### src/rtl/alu_pkg.sv
// Shared ALU/MD encodings: ALU op codes, R-type function codes and MD FSM states.
package alu_pkg;

    localparam int ALUCTRL_WIRENUM = 5;

    localparam logic [ALUCTRL_WIRENUM-1:0] OP_NOP  = 5'd0;
    localparam logic [ALUCTRL_WIRENUM-1:0] OP_ADD  = 5'd1;
    localparam logic [ALUCTRL_WIRENUM-1:0] OP_ADDU = 5'd2;
    localparam logic [ALUCTRL_WIRENUM-1:0] OP_SUB  = 5'd3;
    localparam logic [ALUCTRL_WIRENUM-1:0] OP_SUBU = 5'd4;
    localparam logic [ALUCTRL_WIRENUM-1:0] OP_AND  = 5'd5;
    localparam logic [ALUCTRL_WIRENUM-1:0] OP_OR   = 5'd6;
    localparam logic [ALUCTRL_WIRENUM-1:0] OP_XOR  = 5'd7;
    localparam logic [ALUCTRL_WIRENUM-1:0] OP_NOR  = 5'd8;
    localparam logic [ALUCTRL_WIRENUM-1:0] OP_SLT  = 5'd9;
    localparam logic [ALUCTRL_WIRENUM-1:0] OP_SLTU = 5'd10;
    localparam logic [ALUCTRL_WIRENUM-1:0] OP_SLL  = 5'd11;
    localparam logic [ALUCTRL_WIRENUM-1:0] OP_SRL  = 5'd12;
    localparam logic [ALUCTRL_WIRENUM-1:0] OP_SRA  = 5'd13;
    localparam logic [ALUCTRL_WIRENUM-1:0] OP_SLLV = 5'd14;
    localparam logic [ALUCTRL_WIRENUM-1:0] OP_SRLV = 5'd15;
    localparam logic [ALUCTRL_WIRENUM-1:0] OP_SRAV = 5'd16;

    localparam logic [5:0] FUNC_SLL   = 6'h00;
    localparam logic [5:0] FUNC_SRL   = 6'h02;
    localparam logic [5:0] FUNC_SRA   = 6'h03;
    localparam logic [5:0] FUNC_SLLV  = 6'h04;
    localparam logic [5:0] FUNC_SRLV  = 6'h06;
    localparam logic [5:0] FUNC_SRAV  = 6'h07;
    localparam logic [5:0] FUNC_JR    = 6'h08;
    localparam logic [5:0] FUNC_MFHI  = 6'h10;
    localparam logic [5:0] FUNC_MTHI  = 6'h11;
    localparam logic [5:0] FUNC_MFLO  = 6'h12;
    localparam logic [5:0] FUNC_MTLO  = 6'h13;
    localparam logic [5:0] FUNC_MULT  = 6'h18;
    localparam logic [5:0] FUNC_MULTU = 6'h19;
    localparam logic [5:0] FUNC_DIV   = 6'h1A;
    localparam logic [5:0] FUNC_DIVU  = 6'h1B;
    localparam logic [5:0] FUNC_ADD   = 6'h20;
    localparam logic [5:0] FUNC_ADDU  = 6'h21;
    localparam logic [5:0] FUNC_SUB   = 6'h22;
    localparam logic [5:0] FUNC_SUBU  = 6'h23;
    localparam logic [5:0] FUNC_AND   = 6'h24;
    localparam logic [5:0] FUNC_OR    = 6'h25;
    localparam logic [5:0] FUNC_XOR   = 6'h26;
    localparam logic [5:0] FUNC_NOR   = 6'h27;
    localparam logic [5:0] FUNC_SLT   = 6'h2A;
    localparam logic [5:0] FUNC_SLTU  = 6'h2B;

    typedef enum logic [1:0] {IDLE, RUN, FIX} md_state_t;

    // MULT/MULTU/DIV/DIVU occupy 6'h18..6'h1B
    function automatic logic is_md_funct(input logic [5:0] f);
        return f[5:2] == 4'b0110;
    endfunction

endpackage

### src/rtl/md_datapath.sv
// Radix-2 multiply (shift-add) / restoring divide iteration registers.
// ALU_MD_EARLY_OUT_EN adds a one-cycle multiply finish once remaining multiplier bits are zero.
module md_datapath
    import alu_pkg::*;
#(
    parameter int W = 32
) (
    input  logic         clk,
    input  logic         rst_n,
    input  logic         i_load,
    input  logic         i_step,
    input  logic         i_is_div,
    input  logic [W-1:0] i_a,
    input  logic [W-1:0] i_b,
    output logic [W-1:0] o_hi,
    output logic [W-1:0] o_lo
`ifdef ALU_MD_EARLY_OUT_EN
    ,
    input  logic                    i_fin,
    input  logic [$clog2(W+1)-1:0]  i_cnt,
    output logic                    o_mul_zero
`endif
);

    logic [W-1:0] r_hi, r_lo, r_b;
    logic [W:0]   w_sum, w_trial;

    // r_lo holds the multiplier (mul) or the dividend shifting into the quotient (div)
    assign w_sum   = {1'b0, r_hi} + (r_lo[0] ? {1'b0, r_b} : {(W+1){1'b0}});
    assign w_trial = {r_hi, r_lo[W-1]} - {1'b0, r_b};

`ifdef ALU_MD_EARLY_OUT_EN
    logic [W-1:0] w_mask;
    assign w_mask     = ~({W{1'b1}} << i_cnt);
    assign o_mul_zero = ((r_lo & w_mask) == '0);
`endif

    always_ff @(posedge clk or negedge rst_n) begin
        if (!rst_n) begin
            r_hi <= '0;
            r_lo <= '0;
            r_b  <= '0;
        end else if (i_load) begin
            r_hi <= '0;
            r_lo <= i_a;
            r_b  <= i_b;
`ifdef ALU_MD_EARLY_OUT_EN
        end else if (i_fin) begin
            {r_hi, r_lo} <= {r_hi, r_lo} >> i_cnt;
`endif
        end else if (i_step) begin
            if (i_is_div) begin
                r_hi <= w_trial[W] ? {r_hi[W-2:0], r_lo[W-1]} : w_trial[W-1:0];
                r_lo <= {r_lo[W-2:0], ~w_trial[W]};
            end else begin
                {r_hi, r_lo} <= {w_sum, r_lo[W-1:1]};
            end
        end
    end

    assign o_hi = r_hi;
    assign o_lo = r_lo;

endmodule

### src/rtl/alu_md_ctrl.sv
// ALU control decode plus iterative MULT/DIV unit owning HI/LO, with pipeline stall.
// Optional macro ALU_MD_EARLY_OUT_EN: multiplies may finish early.
//   state | meaning
//   IDLE  | no MD op in flight; accepts MD ops and MTHI/MTLO
//   RUN   | one radix-2 iteration per cycle
//   FIX   | sign correction, HI/LO write
module alu_md_ctrl
    import alu_pkg::*;
#(
    parameter  int W     = 32,
    localparam int CNT_W = $clog2(W + 1)
) (
    input  logic                       clk,
    input  logic                       rst_n,
    input  logic [5:0]                 funct,
    input  logic [1:0]                 ALUOp,
    input  logic                       issue,
    input  logic [W-1:0]               rs_val,
    input  logic [W-1:0]               rt_val,
    output logic [ALUCTRL_WIRENUM-1:0] ALUCTRL,
    output logic                       shift,
    output logic                       md_sel,
    output logic [W-1:0]               md_rdata,
    output logic                       busy,
    output logic                       stall,
    output logic [W-1:0]               hi,
    output logic [W-1:0]               lo
);

    md_state_t      r_state, w_state_nxt;
    logic [CNT_W-1:0] r_cnt;
    logic [W-1:0]   r_hi, r_lo;
    logic           r_is_div, r_neg_q, r_neg_r;
    logic           w_rtype, w_is_md, w_is_mf, w_is_mt, w_idle, w_accept, w_mt_wr, w_step;
    logic           w_signed, w_sa, w_sb, w_b_zero;
    logic [W-1:0]   w_a_mag, w_b_mag, w_dp_hi, w_dp_lo, w_quo_fix, w_rem_fix;
    logic [2*W-1:0] w_prod, w_prod_fix;
`ifdef ALU_MD_EARLY_OUT_EN
    logic           w_fin, w_mul_zero;
`endif

    assign w_rtype = ALUOp[1];

    always_comb begin
        ALUCTRL = OP_NOP;
        shift   = 1'b0;
        if (w_rtype) begin
            case (funct)
                FUNC_ADD:  ALUCTRL = OP_ADD;
                FUNC_ADDU: ALUCTRL = OP_ADDU;
                FUNC_SUB:  ALUCTRL = OP_SUB;
                FUNC_SUBU: ALUCTRL = OP_SUBU;
                FUNC_AND:  ALUCTRL = OP_AND;
                FUNC_OR:   ALUCTRL = OP_OR;
                FUNC_XOR:  ALUCTRL = OP_XOR;
                FUNC_NOR:  ALUCTRL = OP_NOR;
                FUNC_SLT:  ALUCTRL = OP_SLT;
                FUNC_SLTU: ALUCTRL = OP_SLTU;
                FUNC_SLL:  begin ALUCTRL = OP_SLL; shift = 1'b1; end
                FUNC_SRL:  begin ALUCTRL = OP_SRL; shift = 1'b1; end
                FUNC_SRA:  begin ALUCTRL = OP_SRA; shift = 1'b1; end
                FUNC_SLLV: ALUCTRL = OP_SLLV;
                FUNC_SRLV: ALUCTRL = OP_SRLV;
                FUNC_SRAV: ALUCTRL = OP_SRAV;
                default:   ALUCTRL = OP_NOP;
            endcase
        end else begin
            ALUCTRL = ALUOp[0] ? OP_SUB : OP_ADD;
        end
    end

    assign w_is_md  = is_md_funct(funct);
    assign w_is_mf  = (funct == FUNC_MFHI) || (funct == FUNC_MFLO);
    assign w_is_mt  = (funct == FUNC_MTHI) || (funct == FUNC_MTLO);
    assign w_idle   = (r_state == IDLE);
    assign w_accept = issue && w_rtype && w_is_md && w_idle;
    assign w_mt_wr  = issue && w_rtype && w_is_mt && w_idle;
    assign stall    = issue && w_rtype && (w_is_md || w_is_mf || w_is_mt) && !w_idle;
    assign busy     = !w_idle;
    assign md_sel   = w_rtype && w_is_mf;
    assign md_rdata = (funct == FUNC_MFHI) ? r_hi : r_lo;
    assign hi       = r_hi;
    assign lo       = r_lo;

    // Even funct codes are the signed variants
    assign w_signed = !funct[0];
    assign w_sa     = w_signed && rs_val[W-1];
    assign w_sb     = w_signed && rt_val[W-1];
    assign w_a_mag  = w_sa ? -rs_val : rs_val;
    assign w_b_mag  = w_sb ? -rt_val : rt_val;
    assign w_b_zero = (rt_val == '0);

    always_ff @(posedge clk or negedge rst_n) begin
        if (!rst_n) r_state <= IDLE;
        else        r_state <= w_state_nxt;
    end

    always_comb begin
        w_state_nxt = r_state;
        w_step      = 1'b0;
`ifdef ALU_MD_EARLY_OUT_EN
        w_fin       = 1'b0;
`endif
        case (r_state)
            IDLE: if (w_accept) w_state_nxt = RUN;
            RUN: begin
`ifdef ALU_MD_EARLY_OUT_EN
                if (!r_is_div && w_mul_zero) begin
                    w_fin       = 1'b1;
                    w_state_nxt = FIX;
                end else
`endif
                begin
                    w_step = 1'b1;
                    if (r_cnt == CNT_W'(1)) w_state_nxt = FIX;
                end
            end
            FIX:     w_state_nxt = IDLE;
            default: w_state_nxt = IDLE;
        endcase
    end

    // Divide by zero leaves the unsigned quotient all ones and the remainder equal to |rs|,
    // so suppressing the quotient negate yields LO = all ones and HI = rs as issued.
    always_ff @(posedge clk or negedge rst_n) begin
        if (!rst_n) begin
            r_cnt    <= '0;
            r_is_div <= 1'b0;
            r_neg_q  <= 1'b0;
            r_neg_r  <= 1'b0;
        end else if (w_accept) begin
            r_cnt    <= CNT_W'(W);
            r_is_div <= funct[1];
            r_neg_q  <= (w_sa ^ w_sb) && !(funct[1] && w_b_zero);
            r_neg_r  <= w_sa;
        end else if (w_step) begin
            r_cnt    <= r_cnt - 1'b1;
        end
    end

    md_datapath #(.W(W)) u_md_datapath (
        .clk        (clk),
        .rst_n      (rst_n),
        .i_load     (w_accept),
        .i_step     (w_step),
        .i_is_div   (r_is_div),
        .i_a        (w_a_mag),
        .i_b        (w_b_mag),
        .o_hi       (w_dp_hi),
        .o_lo       (w_dp_lo)
`ifdef ALU_MD_EARLY_OUT_EN
        ,
        .i_fin      (w_fin),
        .i_cnt      (r_cnt),
        .o_mul_zero (w_mul_zero)
`endif
    );

    assign w_prod     = {w_dp_hi, w_dp_lo};
    assign w_prod_fix = r_neg_q ? -w_prod : w_prod;
    assign w_quo_fix  = r_neg_q ? -w_dp_lo : w_dp_lo;
    assign w_rem_fix  = r_neg_r ? -w_dp_hi : w_dp_hi;

    always_ff @(posedge clk or negedge rst_n) begin
        if (!rst_n) begin
            r_hi <= '0;
            r_lo <= '0;
        end else if (r_state == FIX) begin
            if (r_is_div) begin
                r_hi <= w_rem_fix;
                r_lo <= w_quo_fix;
            end else begin
                {r_hi, r_lo} <= w_prod_fix;
            end
        end else if (w_mt_wr) begin
            if (funct == FUNC_MTHI) r_hi <= rs_val;
            if (funct == FUNC_MTLO) r_lo <= rs_val;
        end
    end

endmodule

### config.mk
export PLATFORM = sky130hd
export DESIGN_NAME = alu_md_ctrl
export DESIGN_NICKNAME = d
export VERILOG_FILES = /design/src/rtl/alu_pkg.sv /design/src/rtl/md_datapath.sv /design/src/rtl/alu_md_ctrl.sv
export SDC_FILE = /design/constraint.sdc
export NUM_CORES = 1
export LEC_CHECK = 0
export CAP_MARGIN = 20
export CORE_MARGIN = 3
export CORE_UTILIZATION = 30
export CTS_BUF_LIST = sky130_fd_sc_hd__clkbuf_8
export CTS_CLUSTER_SIZE = 28
export DETAILED_ROUTE_END_ITERATION = 6
export MAX_ROUTING_LAYER = met4
export PLACE_DENSITY = 0.51
export SETUP_SLACK_MARGIN = 0.3
export SLEW_MARGIN = 40
export SYNTH_ARGS = -nofsm -noshare
export SYNTH_HDL_FRONTEND = slang
export SYNTH_SLANG_ARGS = --single-unit
export TNS_END_PERCENT = 20
### constraint.sdc
create_clock -name clk -period 11 [get_ports clk]
set_clock_uncertainty 0.15 [all_clocks]
set_input_delay 2.2 -clock clk [delete_from_list [all_inputs] [get_ports clk]]
set_output_delay 2.2 -clock clk [all_outputs]
set_load 0.01 [all_outputs]
==> out/summary.txt <==
worst r2r src = u_md_datapath.o_lo[31]
crit share post-route = 65.78%
Fmax = 138.2 MHz
peak supply drop = 99.84 uV
r2r worst-path depth = 12
post-cts gate resize count = 0
worst skew pair latency = 0.57 ns
drt initial violations = 1098
die extent in y = 231.5 um
critical path class = in2out
global-route wire length before repair = 84420 um
cell count after placement = 2659
minimum clock period = 7.236 ns
hold_ws = 0.3363 ns
Die Footprint = 0.05359 sq mm
Syn-to-layout area delta = 18.63%
DRC viols = 0
synthesized instance count = 1912
flop2flop setup slack = 6.29 ns
Synthesized Nets = 2059
critical path launch point type = input pin
Final setup viols = 0
Top-Level Pins = 180
root buf cell = clkbuf_8
Arr. time, crit path = 4.89 ns
Final Hold Fails = 0
gr ovfl total = 0
Nets = 2154
DIE WIDTH = 231.5 um
Inserted Diodes = 0
final core utilization = 36.07%
Final Wtd Congestion = 0.9023
sequential share of the synthesized area = 28.05%
Post-Layout Cell Count = 2692
CP peak stage delay = 0.63 ns
RSZ-0062 raised after global routing = false
CP max FO = 21
CTS tree = yes
Core ar. = 0.05017 sq mm
Tightest Pin Transition = 0.8693 ns
crit-path cells = clkdlybuf4s50_1 > nor2_1 > nand3_1 > nor2_4 > buf_8 > mux2_2 > clkdlybuf4s50_1
most used cell, CP = clkdlybuf4s50_1
EDFF count, synth = 0
Max Cap Violations = 0
share of post-route cells with drive strength above 1 = 6.485%
Port Buffers = 179
Slew headroom = 42.05%
CTS clock-pin slew for the worst setup and hold paths = 0.10 ns
pin count of the biggest net entering global routing = 99
fillcell total = 5268
drt pass-1 iters = 6
Worst Hold Class = reg2reg
Async SR Flop Fraction = 100.0%
Slew Viols, Final = 0
Clock Path Buffers = 2
Initial Util = 30.41%
#FFs+latches synth = 171
Vias per Instance = 5.473
post-detailed-route count of antenna-violating nets = 0
initial antenna violation count = 0
Slowest cell on crit path = clkdlybuf4s50_1
reg2reg end = u_md_datapath.o_hi[28]
CP Launch Point = funct[2]
Lkg Pwr = 7.350 nW
PwrDens = 252.6 mW/mm^2
Post-DP HPWL = 41480 um
hold buffers post-CTS = 0
clock sinks = 171
CP endpoint kind = primary output
Post-CTS Setup Bufs = 0
Avg Cell Area, Syn = 7.979 sq um
Routed Wire Length = 54350 um
gr usage total = 20.73%
Post-Syn Area = 0.01526 sq mm
H-tree depth = 4
Netlist cell types = 82
vias in the first global route = 14200
hold wc startpoint = u_md_datapath.r_b[16]
Yosys warnings = 0
Total Neg Setup Slack = 0 ns
WP data required = 8.65 ns
status = completed
Cell Rows = 82
total CTS buffers = 17
hold depth = 2
Worst Hold Endpoint = u_md_datapath.r_b[16]
WL/cell = 20.19 um
ys flop type = dfrtp_1
vias = 14730
layout by cell type, fill, tap and decap left out, types with 4 or more instances in the layout:
cell               n
a211oi_1          28
a21boi_0           5
a21o_1            31
a21oi_1          202
a221o_1            5
a22oi_1           15
a31oi_1           16
and2_1            10
and3_1             9
buf_4             12
clkbuf_8          19
clkdlybuf4s50_1  178
dfrtp_1          169
ha_1              70
inv_1             69
mux2_2            41
mux2i_1           95
nand2_1          154
nand2b_1          13
nand3_1           34
nand4_1           14
nor2_1           205
nor2b_1           16
nor3_1            33
nor4_1            15
o211ai_1          25
o21a_1            12
o21ai_0          146
o21ai_1           14
o21bai_1           7
o221ai_1           8
o311ai_0           4
o31a_1             4
o31ai_1           24
o41ai_1           16
or2_2              5
or3_1             14
or4_1             13
xnor2_1          120
xor2_1            53
sequential cells by signal, indices dropped and copies added (netlist names):
signal and flops:
r_neg_r 1, r_cnt 6, u_md_datapath.r_b 32, r_state 2, u_md_datapath.o_hi 32, hi 32
r_neg_q 1, r_is_div 1, u_md_datapath.o_lo 32, lo 32
cells in the mapped netlist, types with 33 or more instances:
library cell    n  area share (%)
xnor2_1       120             6.9
inv_1          65             1.6
nand2_1       156             3.8
xor2_1         53             3.0
mux2_2         41             3.0
dfrtp_1       171              28
ha_1           70             5.7
nor2_1        207             5.1
nand3_1        36             1.2
clkbuf_1      101             2.5
mux2i_1        95             6.2
a21oi_1       202             6.6
nor3_1         33             1.1
o21ai_0       146             4.8
through the flow:
| step | total power, mW | worst slack, ns | instance area (sq um) |
|---|---|---|---|
| after floorplan | 3.074 | 4.982 | 15260 |
| after global placement | 4.011 | 3.618 | 17570 |
| after detailed placement | 4.064 | 3.760 | 17670 |
| after CTS | 4.564 | 3.748 | 18060 |
| after global routing | 4.940 | 3.584 | 18100 |
| final | 4.571 | 3.764 | 18100 |
power by group:
part           internal, mW  switching, mW  leakage [nW]
Sequential            0.834          0.354          1.90
Clock                 0.211          0.268         0.209
Combinational          1.23           1.68          5.24
per-layer routing:
| layer | GRT usage [%] | up-vias | wire length (um) |
|---|---|---|---|
| met4 | 7.263 | 0 | 1602 |
| met2 | 31.44 | 468 | 24180 |
| met1 | 27.98 | 7091 | 25710 |
| li1 | - | 7107 | - |
| met5 | - | - | 0 |
| met3 | 3.405 | 68 | 2854 |
cells by family after synthesis:
logic type	after synthesis	synth area share (%)
XOR/XNOR	173	9.932
buffers and inverters	187	4.740
flip-flops	171	28.05
adder cells (fa/ha/maj)	72	6.003
AND/OR/NAND/NOR	570	17.56
multiplexers	136	9.259
AO/OA/AOI/OAI	603	24.46
how the worst max path moves through the flow:
stage | depth (start not counted) | end | slack (ns)
after floorplan | 6 | md_rdata[10] | 4.98
after global placement | 6 | md_rdata[28] | 3.62
after detailed placement | 7 | md_rdata[24] | 3.76
after CTS | 7 | md_rdata[24] | 3.75
after global routing | 7 | md_rdata[26] | 3.58
final | 7 | md_rdata[24] | 3.76
cell type report:
cell class / count / area, sq um / share of cell area [%]
Tap cell: 672 / 840.8 / 4.646
Multi-Input combinational cell: 1554 / 10330 / 57.06
Clock buffer: 19 / 261.5 / 1.445
Inverter: 65 / 244.0 / 1.348
Timing Repair Buffer: 198 / 2014 / 11.13
Sequential cell: 171 / 4282 / 23.66
Clock inverter: 13 / 128.9 / 0.7121
worst max-delay path: cells and delay by family:
kind          cells  cell delay, ns
buf+inv           3            1.36
mux               1            0.36
simple gates      3            0.95
(Power assumes the default switching activity.)
